--- src/rtl/seg_display_pkg.sv ---
// Shared types and constants for the multiplexed 7-segment display blocks.
// Segment patterns are active-low; digit enables are active-high one-hot.
package seg_display_pkg;

    typedef enum logic [1:0] {
        ST_IDLE   = 2'd0,
        ST_HOLD   = 2'd1,
        ST_OPEN   = 2'd2,
        ST_SWITCH = 2'd3
    } arb_state_e;

    localparam logic [6:0] SEG_BLANK = 7'h7F;
    localparam logic [6:0] SEG_DASH  = 7'b1111110;

    localparam logic [3:0] AN_OFF   = 4'b0000;
    localparam logic [3:0] AN_THOU  = 4'b0001;
    localparam logic [3:0] AN_HUND  = 4'b0010;
    localparam logic [3:0] AN_TENS  = 4'b0100;
    localparam logic [3:0] AN_UNITS = 4'b1000;

    function automatic logic [3:0] digit_onehot(input logic [1:0] idx);
        logic [3:0] an_v;
        case (idx)
            2'd0:    an_v = AN_THOU;
            2'd1:    an_v = AN_HUND;
            2'd2:    an_v = AN_TENS;
            2'd3:    an_v = AN_UNITS;
            default: an_v = AN_OFF;
        endcase
        return an_v;
    endfunction

endpackage

--- src/rtl/bcd_to_seg7.sv ---
// BCD nibble to active-low 7-segment pattern (seg[6]=a .. seg[0]=g).
// Non-decimal nibbles render as a dash.
module bcd_to_seg7
    import seg_display_pkg::*;
(
    input  logic [3:0] bcd_i,
    output logic [6:0] seg_o
);

    // Pure lookup, no state.
    always_comb begin
        case (bcd_i)
            4'd0:    seg_o = 7'b0000001;
            4'd1:    seg_o = 7'b1001111;
            4'd2:    seg_o = 7'b0010010;
            4'd3:    seg_o = 7'b0000110;
            4'd4:    seg_o = 7'b1001100;
            4'd5:    seg_o = 7'b0100100;
            4'd6:    seg_o = 7'b0100000;
            4'd7:    seg_o = 7'b0001111;
            4'd8:    seg_o = 7'b0000000;
            4'd9:    seg_o = 7'b0000100;
            default: seg_o = SEG_DASH;
        endcase
    end

endmodule

--- src/rtl/seg_display_arbiter.sv ---
// Shares one 4-digit multiplexed 7-segment display between NUM_REQ clients:
// urgent client 0 preempts, others rotate after a minimum hold; owns digit scanning.
module seg_display_arbiter
    import seg_display_pkg::*;
#(
    parameter int NUM_REQ      = 3,
    parameter int MIN_HOLD_CYC = 50000000,
    parameter int SCAN_CYC     = 131072,
    parameter int BLANK_CYC    = 2500
) (
    input  logic                    clock_50Mhz,
    input  logic                    reset,
    input  logic [NUM_REQ-1:0]      req,
    input  logic [16*NUM_REQ-1:0]   value_flat,
    output logic [NUM_REQ-1:0]      grant,
    output logic [1:0]              active_id,
    output logic [3:0]              an,
    output logic [6:0]              seg
);

    localparam int HOLD_W = $clog2(MIN_HOLD_CYC + 1);
    localparam int SCAN_W = $clog2(SCAN_CYC + 1);
    localparam logic [HOLD_W-1:0]  HOLD_LAST   = HOLD_W'(MIN_HOLD_CYC - 1);
    localparam logic [SCAN_W-1:0]  SCAN_LAST   = SCAN_W'(SCAN_CYC - 1);
    localparam logic [SCAN_W-1:0]  BLANK_END   = SCAN_W'(BLANK_CYC);
    localparam logic [NUM_REQ-1:0] ONE_LSB     = {{(NUM_REQ-1){1'b0}}, 1'b1};
    localparam logic [NUM_REQ-1:0] GRANT_NONE  = {NUM_REQ{1'b0}};

    arb_state_e          state_q, state_d;
    logic [1:0]          target_q, target_d;
    logic [1:0]          rr_q, rr_d;
    logic [HOLD_W-1:0]   hold_cnt_q, hold_cnt_d;
    logic [NUM_REQ-1:0]  grant_q, grant_d;
    logic [1:0]          active_id_q, active_id_d;
    logic [SCAN_W-1:0]   scan_cnt_q, scan_cnt_d;
    logic [1:0]          digit_q, digit_d;
    logic [3:0]          nib_q, nib_d;
    logic [3:0]          an_q, an_d;
    logic [6:0]          seg_q, seg_d;

    logic [NUM_REQ-1:0]  holder_mask_s;
    logic [NUM_REQ-1:0]  cand_s;
    logic                holder_req_s;
    logic                preempt_s;
    logic                hold_done_s;
    logic                active_s;
    logic                stay_s;
    logic                lit_s;
    logic [15:0]         client_val_s [4];
    logic [15:0]         holder_val_s;
    logic [3:0]          nib_live_s;
    logic [6:0]          dec_s;

    // First set candidate: client 0 wins outright, else scan 1..NUM_REQ-1 from ptr with wrap.
    function automatic logic [1:0] rr_pick(input logic [NUM_REQ-1:0] c, input logic [1:0] ptr);
        logic [1:0] pick;
        logic       found;
        int         idx;
        pick  = 2'd0;
        found = c[0];
        for (int k = 0; k < NUM_REQ - 1; k++) begin
            idx   = (int'(ptr) - 1 + k) % (NUM_REQ - 1) + 1;
            pick  = (!found && c[idx[1:0]]) ? idx[1:0] : pick;
            found = found | c[idx[1:0]];
        end
        return pick;
    endfunction

    function automatic logic [1:0] rr_after(input logic [1:0] t);
        logic [1:0] nxt;
        if (int'(t) + 1 >= NUM_REQ) begin
            nxt = 2'd1;
        end else begin
            nxt = t + 2'd1;
        end
        return nxt;
    endfunction

    for (genvar g = 0; g < 4; g++) begin : g_client_val
        if (g < NUM_REQ) begin : g_used
            assign client_val_s[g] = value_flat[16*g +: 16];
        end else begin : g_unused
            assign client_val_s[g] = 16'h0000;
        end
    end

    assign holder_mask_s = ONE_LSB << active_id_q;
    assign cand_s        = req & ~holder_mask_s;
    assign holder_req_s  = req[active_id_q];
    assign preempt_s     = req[0] && (active_id_q != 2'd0);
    assign hold_done_s   = (hold_cnt_q == HOLD_LAST);
    assign holder_val_s  = client_val_s[active_id_q];

    // Arbiter next-state: grant and holder change only through the one-cycle SWITCH state.
    always_comb begin
        state_d     = state_q;
        target_d    = target_q;
        rr_d        = rr_q;
        hold_cnt_d  = hold_cnt_q;
        grant_d     = grant_q;
        active_id_d = active_id_q;
        case (state_q)
            ST_IDLE: begin
                grant_d = GRANT_NONE;
                if (|req) begin
                    state_d  = ST_SWITCH;
                    target_d = rr_pick(req, rr_q);
                end else begin
                    state_d = ST_IDLE;
                end
            end
            ST_HOLD: begin
                if (!holder_req_s || preempt_s || (hold_done_s && (|cand_s))) begin
                    grant_d = GRANT_NONE;
                    if (|cand_s) begin
                        state_d  = ST_SWITCH;
                        target_d = rr_pick(cand_s, rr_q);
                    end else begin
                        state_d = ST_IDLE;
                    end
                end else if (hold_done_s) begin
                    state_d = ST_OPEN;
                end else begin
                    hold_cnt_d = hold_cnt_q + HOLD_W'(1);
                end
            end
            ST_OPEN: begin
                if (|cand_s) begin
                    grant_d  = GRANT_NONE;
                    state_d  = ST_SWITCH;
                    target_d = rr_pick(cand_s, rr_q);
                end else if (!holder_req_s) begin
                    grant_d = GRANT_NONE;
                    state_d = ST_IDLE;
                end else begin
                    state_d = ST_OPEN;
                end
            end
            ST_SWITCH: begin
                // Target is granted even if its request dropped meanwhile; HOLD releases it.
                state_d     = ST_HOLD;
                grant_d     = ONE_LSB << target_q;
                active_id_d = target_q;
                hold_cnt_d  = {HOLD_W{1'b0}};
                rr_d        = rr_after(target_q);
            end
            default: begin
                state_d = ST_IDLE;
                grant_d = GRANT_NONE;
            end
        endcase
    end

    assign active_s = (state_q == ST_HOLD) || (state_q == ST_OPEN);
    assign stay_s   = (state_d == ST_HOLD) || (state_d == ST_OPEN);
    assign lit_s    = active_s && stay_s && (scan_cnt_q >= BLANK_END);

    // Slot nibble of the holder; thousands sit in the top nibble.
    always_comb begin
        case (digit_q)
            2'd0:    nib_live_s = holder_val_s[15:12];
            2'd1:    nib_live_s = holder_val_s[11:8];
            2'd2:    nib_live_s = holder_val_s[7:4];
            2'd3:    nib_live_s = holder_val_s[3:0];
            default: nib_live_s = 4'h0;
        endcase
    end

    // Scan counters run only while someone holds the display, restarting at digit 0 after SWITCH.
    always_comb begin
        if (active_s) begin
            if (scan_cnt_q == SCAN_LAST) begin
                scan_cnt_d = {SCAN_W{1'b0}};
                digit_d    = digit_q + 2'd1;
            end else begin
                scan_cnt_d = scan_cnt_q + SCAN_W'(1);
                digit_d    = digit_q;
            end
        end else begin
            scan_cnt_d = {SCAN_W{1'b0}};
            digit_d    = 2'd0;
        end
        if (scan_cnt_q == {SCAN_W{1'b0}}) begin
            nib_d = nib_live_s;
        end else begin
            nib_d = nib_q;
        end
        if (lit_s) begin
            an_d  = digit_onehot(digit_q);
            seg_d = dec_s;
        end else begin
            an_d  = AN_OFF;
            seg_d = SEG_BLANK;
        end
    end

    bcd_to_seg7 u_dec (
        .bcd_i (nib_d),
        .seg_o (dec_s)
    );

    // Arbiter state and grant outputs.
    always_ff @(posedge clock_50Mhz or negedge reset) begin
        if (!reset) begin
            state_q     <= ST_IDLE;
            target_q    <= 2'd0;
            rr_q        <= 2'd1;
            hold_cnt_q  <= {HOLD_W{1'b0}};
            grant_q     <= GRANT_NONE;
            active_id_q <= 2'd0;
        end else begin
            state_q     <= state_d;
            target_q    <= target_d;
            rr_q        <= rr_d;
            hold_cnt_q  <= hold_cnt_d;
            grant_q     <= grant_d;
            active_id_q <= active_id_d;
        end
    end

    // Scan position, sampled nibble and registered display drive.
    always_ff @(posedge clock_50Mhz or negedge reset) begin
        if (!reset) begin
            scan_cnt_q <= {SCAN_W{1'b0}};
            digit_q    <= 2'd0;
            nib_q      <= 4'h0;
            an_q       <= AN_OFF;
            seg_q      <= SEG_BLANK;
        end else begin
            scan_cnt_q <= scan_cnt_d;
            digit_q    <= digit_d;
            nib_q      <= nib_d;
            an_q       <= an_d;
            seg_q      <= seg_d;
        end
    end

    assign grant     = grant_q;
    assign active_id = active_id_q;
    assign an        = an_q;
    assign seg       = seg_q;

endmodule
--- config.mk ---
export PLATFORM = sky130hd
export DESIGN_NAME = seg_display_arbiter
export DESIGN_NICKNAME = d
export VERILOG_FILES = /design/src/rtl/seg_display_pkg.sv /design/src/rtl/bcd_to_seg7.sv /design/src/rtl/seg_display_arbiter.sv
export SDC_FILE = /design/constraint.sdc
export NUM_CORES = 1
export LEC_CHECK = 0
export BUFFER_PORTS_ARGS = -buffer_cell sky130_fd_sc_hd__buf_4
export CAP_MARGIN = 10
export CORE_UTILIZATION = 35
export CTS_CLUSTER_SIZE = 8
export DETAILED_ROUTE_END_ITERATION = 8
export GPL_TIMING_DRIVEN = 0
export PLACE_DENSITY = 0.52
export SYNTH_ARGS = -nofsm -noshare
export SYNTH_HDL_FRONTEND = slang
export SYNTH_SLANG_ARGS = --single-unit
--- constraint.sdc ---
create_clock -name clock_50Mhz -period 3.5 [get_ports clock_50Mhz]
set_input_delay 0.7 -clock clock_50Mhz [delete_from_list [all_inputs] [get_ports clock_50Mhz]]
set_output_delay 0.7 -clock clock_50Mhz [all_outputs]
set_load 0.03 [all_outputs]
==> flow_summary.json <==
{
  "grt_max_degree": 73,
  "hp-class": "in2async",
  "ys_top_cells_by_area": "dfrtp_1, mux2i_1, ha_1, nor2_1, dfstp_2",
  "hold_viol_final": 0,
  "vias": 3576,
  "drtAntennaViolNets": 0,
  "setup-tns-final_ns": 0,
  "yosys.area.top_type": "dfrtp_1",
  "coreArea_mm2": 0.0122,
  "synth_seq_cells": 72,
  "io_buffer_count": 68,
  "reg2reg_from": "active_id[1]$_DFFE_PN0P_",
  "timing.hold.ws_ns": 0.486,
  "start_util": 0.365,
  "crit_fanout": 10,
  "first_pass_iters": 4,
  "clk_latency_ns": 0.35,
  "cts-root-buf": "clkbuf_16",
  "cts_buffer_depth": 2,
  "synth_edf_count": 0,
  "wl_per_cell_um": 14.8,
  "routed_wl_um": 10700,
  "hpwl_um": 7830,
  "num_io_pins": 69,
  "period_share": 0.896,
  "setup.worst_path.class": "reg2reg",
  "antenna_found_initial": 0,
  "cts.sinks": 72,
  "slew_headroom": 0.370,
  "worst_slack_ns": 0.363,
  "max_freq_mhz": 319,
  "drv_cap": 0,
  "crit_path_start_kind": "register",
  "seq_area_frac_synth": 0.407,
  "drive_above_1_share": 0.232,
  "grt_use_total": 0.176,
  "die_area_mm2": 0.0132,
  "antenna_cells": 0,
  "cts_tree": "yes",
  "via_per_inst": 4.97,
  "mappedNetlistNets": 539,
  "drv_slew": 0,
  "power_density_mw_per_mm2": 640,
  "ir_worst_vdd_mv": 0.339,
  "die_w_um": 115,
  "nets": 618,
  "postSynthAreaPerCell_um2": 9.52,
  "place_ws_ns": 0.184,
  "critPathRequiredTime_ns": 3.77,
  "rsz0062_at_grt": "no",
  "rows": 40,
  "period_minus_slack_ns": 3.14,
  "die_h_um": 115,
  "place.gp.congestion": 0.806,
  "tightest_slew_ns": 0.945,
  "synthDistinctLibCells": 66,
  "h-tree-depth": 3,
  "synth_top_cell_area_share": 0.359,
  "syn_area_mm2": 0.00446,
  "grt_pass1_wl_um": 17600,
  "overflow": 0,
  "post_cts.repair.setup_buffers": 0,
  "endpoint_kind": "register",
  "grt_pass1_vias": 3501,
  "area.growth.synth_to_final_pct": 23.0,
  "fin_worst_skew_ns": 0.00765,
  "arrival_ns": 3.40,
  "clkTransAtPathRegs_ns": 0.06,
  "drtIter0Drc": 125,
  "p_leak_nw": 2.46,
  "synth_top_flop_cell": "dfrtp_1",
  "ys_warn_count": 0,
  "setup_viol": 0,
  "cts_buffers": 9,
  "crit_start": "active_id[1]$_DFFE_PN0P_",
  "drc_errors": 0,
  "async_flop_share": 1.00,
  "outcome": "finished clean",
  "syn_inst": 468
}
## synth_stat cells (all sizes together), types with 2 or more instances
cell	instances
a22oi	5
ha	18
clkbuf	6
a211oi	5
a21oi	21
nand2b	2
nor3	8
mux2i	23
a21boi	2
nor2	58
a21o	3
and2	13
xnor2	24
a22o	2
nand3	18
dfrtp	64
and4	4
nand3b	12
nor2b	5
nand4	9
inv	16
a221oi	2
o21ai	33
o31ai	3
or3	9
xor2	12
mux2	3
nand2	27
buf	15
nor3b	4
o211ai	5
nor4	3
and4bb	2
dfstp	8
and3	13
nor4b	3
## per-layer routing
metal | global-route usage | part of all wire | vias to the layer above
met1 | 0.227 | 0.48 | 1701
met5 | 0 | 0 | -
met3 | 0.0580 | 0.048 | 8
met2 | 0.281 | 0.47 | 62
li1 | - | - | 1805
met4 | 0.0519 | 0.0097 | 0
## worst paths after layout
kind / end / slack, ns / cells after the start
max: seg[6]$_DFF_PN1_ / 0.36 / 12
min in group clock_50Mhz: grant[2]$_DFFE_PN0P_ / 0.50 / 1
max in group asynchronous: scan_cnt_q[10]$_DFF_PN0_ / 2.39 / 1
min reg2reg: grant[2]$_DFFE_PN0P_ / 0.50 / 1
max reg2reg: seg[6]$_DFF_PN1_ / 0.36 / 12
min: grant[2]$_DFFE_PN0P_ / 0.49 / 1
## state kept, by name (all words and copies together) (netlist names)
name	cells
active_id	2
seg	7
target_q	2
hold_cnt_q	26
scan_cnt_q	18
rr_q	2
digit_q	2
nib_q	4
state_q	2
an	4
grant	3
## power breakdown
part	leakage [nW]	internal [mW]	total, mW	switching (mW)
combinational	1.35	0.608	1.54	0.935
clock	0.155	0.575	0.933	0.359
sequential	0.955	0.945	1.03	0.0854
total	2.46	2.13	3.51	1.38
## logic make-up after synthesis
family	share of synthesized area
buf+inv	0.0385
flops	0.407
fa+ha+maj	0.0505
mux	0.0593
compound gates	0.127
xor+xnor	0.0708
simple gates	0.247
## critical path, cell delays in order (launching register included)
cell and delay (ns):
dfrtp_1 0.37, buf_2 0.25, buf_2 0.28, buf_2 0.30, mux2i_1 0.27, o21ai_0 0.13, a22o_1 0.21, a211oi_1 0.27
o21ai_1 0.23, ha_1 0.25, nor3b_1 0.15, a211oi_1 0.24, o21ai_1 0.10
## through the flow
| stage | cell area [um2] | power (mW) | cells | util |
|---|---|---|---|---|
| after floorplan | 4460 | 2.19 | 468 | - |
| after global placement | 5180 | 2.58 | 704 | 0.424 |
| after detailed placement | 5180 | 2.60 | 704 | 0.424 |
| after CTS | 5480 | 3.55 | 720 | 0.449 |
| after global routing | 5480 | 3.80 | 720 | 0.449 |
| final | 5480 | 3.51 | 720 | 0.449 |
## cell usage in the layout (no fill, tap or decap), types with 3 or more instances in the layout
master	synthesis	final
buf_2	9	9
a22oi_1	5	5
nand3_1	18	18
o211ai_1	3	3
a21oi_1	21	21
xnor2_1	24	24
clkbuf_8	0	5
dfstp_2	8	8
a211oi_1	4	4
nor3_1	8	8
nand3b_1	12	12
clkbuf_16	0	9
nor3b_1	3	3
and3_1	12	12
nor2b_1	5	5
mux2i_1	23	23
xor2_1	12	12
nand4_1	7	7
or3_1	7	7
o21ai_0	26	25
inv_1	15	15
ha_1	18	18
nand2_1	27	27
o21ai_1	7	8
dfrtp_1	64	64
clkbuf_1	6	6
nor2_1	57	57
buf_4	3	71
a21o_1	3	3
and2_1	12	12
## what timing repair did
item / 4_1_cts / 5_1_grt
endpoints found under the hold margin: 0 / 0
setup endpoints to repair: 0 / 4
hold buffers: 0 / 0
gates resized for setup: 0 / 1
## cell type report
type | instances | area, um2
clock inverters | 2 | 10.0
well taps | 168 | 210
fillers | 1228 | 6730
plain buffers | 21 | 109
clock buffers | 14 | 294
flip-flops and latches | 72 | 1810
multi-input cells | 359 | 2470
repair buffers | 68 | 510
inverters | 16 | 62.6
No activity file was read; power rests on OpenSTA's default activity.
